--- src/rtl/key_debounce_multi.sv ---
`default_nettype none
// ============================================================================
// Module   : key_debounce_multi
// Brief    : N-channel push-button debouncer with press/release strobes and
//            optional auto-repeat.
// Revision : 1.0 - initial release
// ============================================================================
module key_debounce_multi #(
    parameter int N_KEYS        = 4,
    parameter int CNT_W         = 16,
    parameter int STABLE_CNT    = 20000,
    parameter int ACTIVE_LOW    = 1,
    parameter int REPEAT_EN     = 0,
    parameter int REPEAT_FIRST  = 500000,
    parameter int REPEAT_PERIOD = 100000
) (
    input  logic              clk,
    input  logic              rst_n,
    input  logic [N_KEYS-1:0] key_in,
    output logic [N_KEYS-1:0] key_level,
    output logic [N_KEYS-1:0] key_press,
    output logic [N_KEYS-1:0] key_release,
    output logic              any_pressed
);

    localparam int c_REP_MAX = (REPEAT_FIRST > REPEAT_PERIOD) ? REPEAT_FIRST : REPEAT_PERIOD;
    localparam int c_REP_W   = $clog2(c_REP_MAX + 1);

    localparam logic [CNT_W-1:0]   c_STABLE_LAST   = CNT_W'(STABLE_CNT - 1);
    localparam logic [c_REP_W-1:0] c_REP_FIRST_LIM = c_REP_W'(REPEAT_FIRST);
    localparam logic [c_REP_W-1:0] c_REP_PER_LIM   = c_REP_W'(REPEAT_PERIOD);
    localparam logic               c_REL_LEVEL     = (ACTIVE_LOW != 0);

    typedef enum logic [1:0] {
        ST_IDLE         = 2'd0,
        ST_PRESS_WAIT   = 2'd1,
        ST_PRESSED      = 2'd2,
        ST_RELEASE_WAIT = 2'd3
    } state_t;

    if (N_KEYS < 1) begin : g_bad_n_keys
        $error("key_debounce_multi: N_KEYS must be at least 1");
    end
    if (STABLE_CNT < 2 || longint'(STABLE_CNT) > ((longint'(1) << CNT_W) - 1)) begin : g_bad_stable
        $error("key_debounce_multi: STABLE_CNT out of range 2..2^CNT_W-1");
    end
    if (REPEAT_FIRST < 2 || REPEAT_PERIOD < 2) begin : g_bad_repeat
        $error("key_debounce_multi: REPEAT_FIRST and REPEAT_PERIOD must be >= 2");
    end

    logic [N_KEYS-1:0] w_level_nxt_all;
    logic              r_any;

    for (genvar gi = 0; gi < N_KEYS; gi++) begin : g_chan
        logic               r_sync1;
        logic               r_sync2;
        logic               w_p;
        state_t             r_state;
        state_t             w_state_nxt;
        logic [CNT_W-1:0]   r_cnt;
        logic [CNT_W-1:0]   w_cnt_nxt;
        logic [c_REP_W-1:0] r_rcnt;
        logic [c_REP_W-1:0] w_rcnt_nxt;
        logic               r_later;
        logic               w_later_nxt;
        logic               r_level;
        logic               w_level_nxt;
        logic               r_press;
        logic               w_press_nxt;
        logic               r_rel;
        logic               w_rel_nxt;

        assign w_p = r_sync2 ^ c_REL_LEVEL;

        always_ff @(posedge clk) begin
            if (!rst_n) begin
                r_sync1 <= c_REL_LEVEL;
                r_sync2 <= c_REL_LEVEL;
                r_state <= ST_IDLE;
                r_cnt   <= '0;
                r_rcnt  <= '0;
                r_later <= 1'b0;
                r_level <= 1'b0;
                r_press <= 1'b0;
                r_rel   <= 1'b0;
            end else begin
                r_sync1 <= key_in[gi];
                r_sync2 <= r_sync1;
                r_state <= w_state_nxt;
                r_cnt   <= w_cnt_nxt;
                r_rcnt  <= w_rcnt_nxt;
                r_later <= w_later_nxt;
                r_level <= w_level_nxt;
                r_press <= w_press_nxt;
                r_rel   <= w_rel_nxt;
            end
        end

        always_comb begin
            w_state_nxt = r_state;
            w_cnt_nxt   = r_cnt;
            w_rcnt_nxt  = r_rcnt;
            w_later_nxt = r_later;
            w_level_nxt = r_level;
            w_press_nxt = 1'b0;
            w_rel_nxt   = 1'b0;
            case (r_state)
                ST_IDLE: begin
                    if (w_p) begin
                        w_state_nxt = ST_PRESS_WAIT;
                        w_cnt_nxt   = '0;
                    end
                end
                ST_PRESS_WAIT: begin
                    if (!w_p) begin
                        w_state_nxt = ST_IDLE;
                        w_cnt_nxt   = '0;
                    end else if (r_cnt == c_STABLE_LAST) begin
                        w_state_nxt = ST_PRESSED;
                        w_cnt_nxt   = '0;
                        w_rcnt_nxt  = '0;
                        w_later_nxt = 1'b0;
                        w_level_nxt = 1'b1;
                        w_press_nxt = 1'b1;
                    end else begin
                        w_cnt_nxt = r_cnt + 1'b1;
                    end
                end
                ST_PRESSED: begin
                    if (!w_p) begin
                        w_state_nxt = ST_RELEASE_WAIT;
                        w_cnt_nxt   = '0;
                    end else if (REPEAT_EN != 0) begin
                        // The reload cycle counts toward the interval, so pulses
                        // land LIMIT+1 cycles apart.
                        if (r_rcnt == (r_later ? c_REP_PER_LIM : c_REP_FIRST_LIM)) begin
                            w_rcnt_nxt  = '0;
                            w_later_nxt = 1'b1;
                            w_press_nxt = 1'b1;
                        end else begin
                            w_rcnt_nxt = r_rcnt + 1'b1;
                        end
                    end
                end
                ST_RELEASE_WAIT: begin
                    if (w_p) begin
                        // Release glitch: resume the hold but keep the repeat phase.
                        w_state_nxt = ST_PRESSED;
                        w_cnt_nxt   = '0;
                        w_rcnt_nxt  = '0;
                    end else if (r_cnt == c_STABLE_LAST) begin
                        w_state_nxt = ST_IDLE;
                        w_cnt_nxt   = '0;
                        w_level_nxt = 1'b0;
                        w_rel_nxt   = 1'b1;
                    end else begin
                        w_cnt_nxt = r_cnt + 1'b1;
                    end
                end
                default: begin
                    w_state_nxt = ST_IDLE;
                    w_cnt_nxt   = '0;
                end
            endcase
        end

        assign w_level_nxt_all[gi] = w_level_nxt;
        assign key_level[gi]       = r_level;
        assign key_press[gi]       = r_press;
        assign key_release[gi]     = r_rel;
    end

    always_ff @(posedge clk) begin
        if (!rst_n) begin
            r_any <= 1'b0;
        end else begin
            r_any <= |w_level_nxt_all;
        end
    end

    assign any_pressed = r_any;

endmodule
`default_nettype wire

--- config.mk ---
export PLATFORM = sky130hd
export DESIGN_NAME = key_debounce_multi
export DESIGN_NICKNAME = d
export VERILOG_FILES = /design/src/rtl/key_debounce_multi.sv
export SDC_FILE = /design/constraint.sdc
export NUM_CORES = 1
export LEC_CHECK = 0
export CAP_MARGIN = 20
export CELL_PAD_IN_SITES_DETAIL_PLACEMENT = 1
export CELL_PAD_IN_SITES_GLOBAL_PLACEMENT = 2
export CORE_MARGIN = 2
export CORE_UTILIZATION = 38
export CTS_CLUSTER_SIZE = 20
export DETAILED_ROUTE_END_ITERATION = 10
export DONT_BUFFER_PORTS = 1
export GPL_ROUTABILITY_DRIVEN = 1
export PLACE_DENSITY_LB_ADDON = 0.15
export SLEW_MARGIN = 20
export SYNTH_ARGS = -nofsm -noshare
export SYNTH_HDL_FRONTEND = slang
export SYNTH_SLANG_ARGS = --single-unit
--- constraint.sdc ---
create_clock -name clk -period 3.25 [get_ports clk]
set_input_delay 0.65 -clock clk [delete_from_list [all_inputs] [get_ports clk]]
set_output_delay 0.65 -clock clk [all_outputs]
set_load 0.005 [all_outputs]
# After elaboration in Yosys (flattened, before gate mapping)
# Index checks and enable logic that the tools add are counted.
# classes
mux	76
reduce_logical	21
addsub	4
n_eq_ne	32
n_bitwise	5
# ops
operator	count
2-to-1 mux 16 bit	20
one-hot mux 16 bit (4 select lines)	4
adder 16 x 1 -> 16 bit (second input constant)	4
== test 16 x 15 -> 1 bit (second input constant)	4
2-to-1 mux 2 bit	24
one-hot mux 2 bit (4 select lines)	4
inequality test 3 bit (second input constant)	8
2-to-1 mux 1 bit	20
== test 2 bit (second input constant)	8
inequality test 2 bit (second input constant)	8
AND reduction 4 bit	4
AND reduction 3 bit	4
OR reduction 3 bit	4
== test 2 x 1 -> 1 bit (second input constant)	4
logical NOT 2 bit	4
one-hot mux 1 bit (2 select lines)	4
AND reduction 2 bit	4
inverter 1 bit	5
OR reduction 4 bit	1
# totals
word_cells	167
output_inout_bits	13
reg_bits	93
in_bits	6

# Longest topological paths before layout
# depth
ltp_word	5
ltp_mapped	9
depth_no_buf	7

# Least setup slack after synthesis
# No wires, ideal clock.
# synth_timing
path_type	flip-flop to flip-flop
startpoint	register g_chan[2].r_cnt[5]
endpoint	register r_any (netlist: any_pressed)
stages_incl_launch_ff	8
slack_ps	961
synth_period_minus_slack_ps	2289
t_arrival_ps	2164
setup_ps	125
cell_sequence	dfxtp_1 > or4b_2 > nor4_1 > and2_1 > clkbuf_1 > mux2i_1 > nand2_1 > o41a_1
# synth_via
elab_chain_len	5
# synth_lines
element	line_no	text
from (decl)	60	logic [CNT_W-1:0] r_cnt;
from (signal assigned)	90	r_cnt <= w_cnt_nxt;
== test 16 x 15 -> 1 bit (*)	118, 151	
2-to-1 mux 1 bit, on equally long branches	151, 118	
2-to-1 mux 1 bit, on equally long branches	146, 115	
one-hot mux 1 bit (2 select lines) (*)	107	case (r_state)
OR reduction 4 bit (*)	177	r_any <= |w_level_nxt_all;
to (signal assigned)	177	
to (decl)	52	logic r_any;
# Every way passes the cells marked *; elsewhere a longest branch is shown, timed or not.
# A chain may end at the register's enable or synchronous reset.

# Worst setup path in the final report
# layout_timing
startpoint	register g_chan[0].r_cnt[4]
endpoint	register g_chan[0].r_cnt[11]
# layout_via
elab_chain_len	4
# layout_lines
element	line_no
from (decl)	60
from (signal assigned)	90
adder 16 x 1 -> 16 bit / == test 16 x 15 -> 1 bit (equally long branches)	--
2-to-1 mux 16 bit (*)	118, 151
2-to-1 mux 16 bit, on equally long branches	146, 115
one-hot mux 16 bit (4 select lines) (*)	107
# Marked as above.

==> impl_metrics.yaml <==
status:
  status: "completed"
setup_path:
  crit_slowest_cell: "o21bai_2"
  critPathMaxStageDelay_ns: 0.64
  critical-path-top-delay-family: "simple AND/OR/NAND/NOR gates"
  crit_path_end_kind: "flop"
  path_class: "reg2reg"
  path_cells: "or4b_1 > or4_1 > o21bai_2 > o21ai_0 > a21oi_1 > nor2_1"
  worst-path-buf-inv: 0
  worstPathRequired_ns: 3.51
  cp_max_fo: 18
  arrival_ns: 2.87
  cp-start-kind: "flop"
synth:
  synth-edff-count: 0
  synth_warnings: 0
  synth_cell_type_count: 46
  synthSimpleGateAreaFrac_pct: 29.1
  synth_compound_area_share_pct: 10.6
  synth_top_area_cell: "dfxtp_1"
  synth.area.top_cells: "dfxtp_1 (45%), nor2_1 (8.2%), xor2_1 (5.5%)"
  yosys.area_share.adder_pct: 1.20
  synth_mux_area_share_pct: 0.720
  yosysMostFrequentCell: "dfxtp_1"
  ys_ff_latch: 93
  synthCells: 500
  synthTopCellsByCount: "dfxtp_1 (93), nor2_1 (91), nand2_1 (38)"
  yosysSeqAreaShare_pct: 44.7
  synth_top_family_by_area: "simple AND/OR/NAND/NOR gates"
  synth_top_area_share_pct: 44.7
  syn_avg_cell_area_um2: 8.34
  async_flop_share_pct: 0
  synth_area_mm2: 0.00417
  syn_nets: 510
  synth_xor_xnor_area_share_pct: 8.61
  synth_flop_cell: "dfxtp_1"
sta:
  fin_skew_ns: 0.0121
  period_needed_ns: 2.61
  fmax_mhz: 382
  hold-worst-slack_ns: 0.350
  slew_headroom_pct: 51.7
  slew_viol_final: 0
  totalNegativeSetupSlack_ns: 0
  rsz0062_at_grt: "false"
  worst_pin_slew_ns: 0.723
  post-route-period-util_pct: 80.5
  final_hold_viol_count: 0
  setup_viol: 0
clock_tree:
  numCtsBuffers: 9
  cts.sinks: 93
  post_cts_buffers: 0
  cts-htree-levels: 3
  cts_max_path_buffers: 2
  clk_latency_ns: 0.38
  cts-root-buf: "clkbuf_8"
  ctsHoldBuffers: 0
  cts_tree: "yes"
  cts.clk_slew.worst_paths_ns: 0.09
  ctsResizeCount: 0
run:
  drv_cap: 0
global_routing:
  grtUsageTotal_pct: 17.4
  grt_pass1_vias: 3345
  grt_pass1_wl_mm: 16.1
  overflow: 0
  antenna_found_initial: 0
  grt_max_degree: 30
route:
  drcViolationCount: 0
  ant_nets: 0
  drt_iter0_drc: 142
  wirelength_mm: 9.44
  dr.pass1.iters: 4
  wire_per_inst_um: 14.8
  dr_total_vias: 3379
  avgViaCountPerCell: 5.30
floorplanning:
  core_area_mm2: 0.0108
  start_util_pct: 38.6
  die_h_um: 109
  io_pins: 19
  rows: 38
  die_area_mm2: 0.0118
  die_w_um: 109
layout:
  area.growth.synth_to_final_pct: 7.68
  post_route_cells_drive_above_1_share_pct: 6.24
  n_antenna_cell: 0
  fillers: 1286
  final_nets: 502
power_and_ir_drop:
  p_int_mw: 1.68
  pwr-share-clk_pct: 44.0
  netSwitchingPower_mw: 0.480
  p_leak_nw: 1.57
  ir_drop_uv: 240
  swShare_pct: 22.2
  p_seq_share_pct: 53.5
  p_comb_share_pct: 2.5
  power_density_mw_per_mm2: 481
placement:
  place_hpwl_mm: 6.57
  port_buffers: 0
  gp_congestion: 0.758
min_path:
  min_path_type: "in2reg"
## power groups by stage
stage,sequential (mW),combinational [mW],clock (mW)
CTS,1.16,0.0543,0.984
finish,1.15,0.0533,0.951
floorplan,1.18,0.0422,0
global route,1.16,0.0600,1.04
detailed placement,1.18,0.0541,0
global placement,1.18,0.0531,0
## routing by layer
metal	GRT usage, %	up-vias	routed length (µm)
met2	27.2	26	4330
met3	4.66	11	255
met4	6.04	0	127
met5	0	-	0
met1	23.2	1642	4730
li1	-	1700	-
## worst register-to-register path, stage by stage, from the launching register on
cell      delay, ns
dfxtp_1        0.46
or4b_1         0.45
or4_1          0.52
o21bai_2       0.64
o21ai_0        0.20
a21oi_1        0.18
nor2_1         0.05
## state kept, by name, summed over array words and instances (netlist names), named ones only
| signal | flops |
|---|---|
| g_chan.r_press | 4 |
| g_chan.r_level | 4 |
| any_pressed | 1 |
| g_chan.r_sync1 | 4 |
| g_chan.r_cnt | 64 |
| g_chan.r_state | 4 |
| g_chan.r_rel | 4 |
| g_chan.r_sync2 | 4 |
## worst paths after layout
kind                      start  cells after the start  slack [ns]                   to
max reg2reg  g_chan[0].r_cnt[4]                      6        0.64  g_chan[0].r_cnt[11]
max          g_chan[0].r_cnt[4]                      6        0.64  g_chan[0].r_cnt[11]
min                       rst_n                      1        0.35    g_chan[3].r_sync1
min reg2reg   g_chan[2].r_sync1                      1        0.41    g_chan[2].r_sync2
## layout make-up
cell class              instances  area, µm²  area share, %
inverters                      18       67.6           1.51
multi-input cells             364       2090           46.7
flip-flops and latches         93       1860           41.5
clock inverters                 7        121           2.70
repair buffers                  6       45.0           1.00
clock buffers                   9        124           2.76
well taps                     140        175           3.90
## through the flow
stage               area [µm²]  utilization, %  setup slack [ns]  instances  power (mW)
finish                    4490            41.6             0.635        637        2.16
global route              4490            41.6             0.463        637        2.25
CTS                       4490            41.6             0.630        637        2.19
detailed placement        4240            39.3             0.671        621        1.24
global placement          4240            39.3             0.721        621        1.23
floorplan                 4170               -             0.961        500        1.22
## logic make-up after synthesis
group / count (synthesis)
DFF: 93
xor gates and xnor gates: 41
muxes: 3
buffers and inverters: 43
AOI/OAI and AO/OA: 69
and+or+nand+nor: 247
adders and majority gates: 4
## cells in the final DEF (no fill, tap or decap), drive strengths merged, types with 5 or more instances in the layout
cell,n
nand3,24
buf,6
dfxtp,93
nand2,38
nor3,21
inv,19
or4,5
nand2b,8
and3,7
a21oi,25
nor4,6
xnor2,15
clkbuf,9
xor2,26
nand4,17
nor2,91
o21ai,18
nand4b,5
nor2b,6
(Power assumes the default switching activity.)
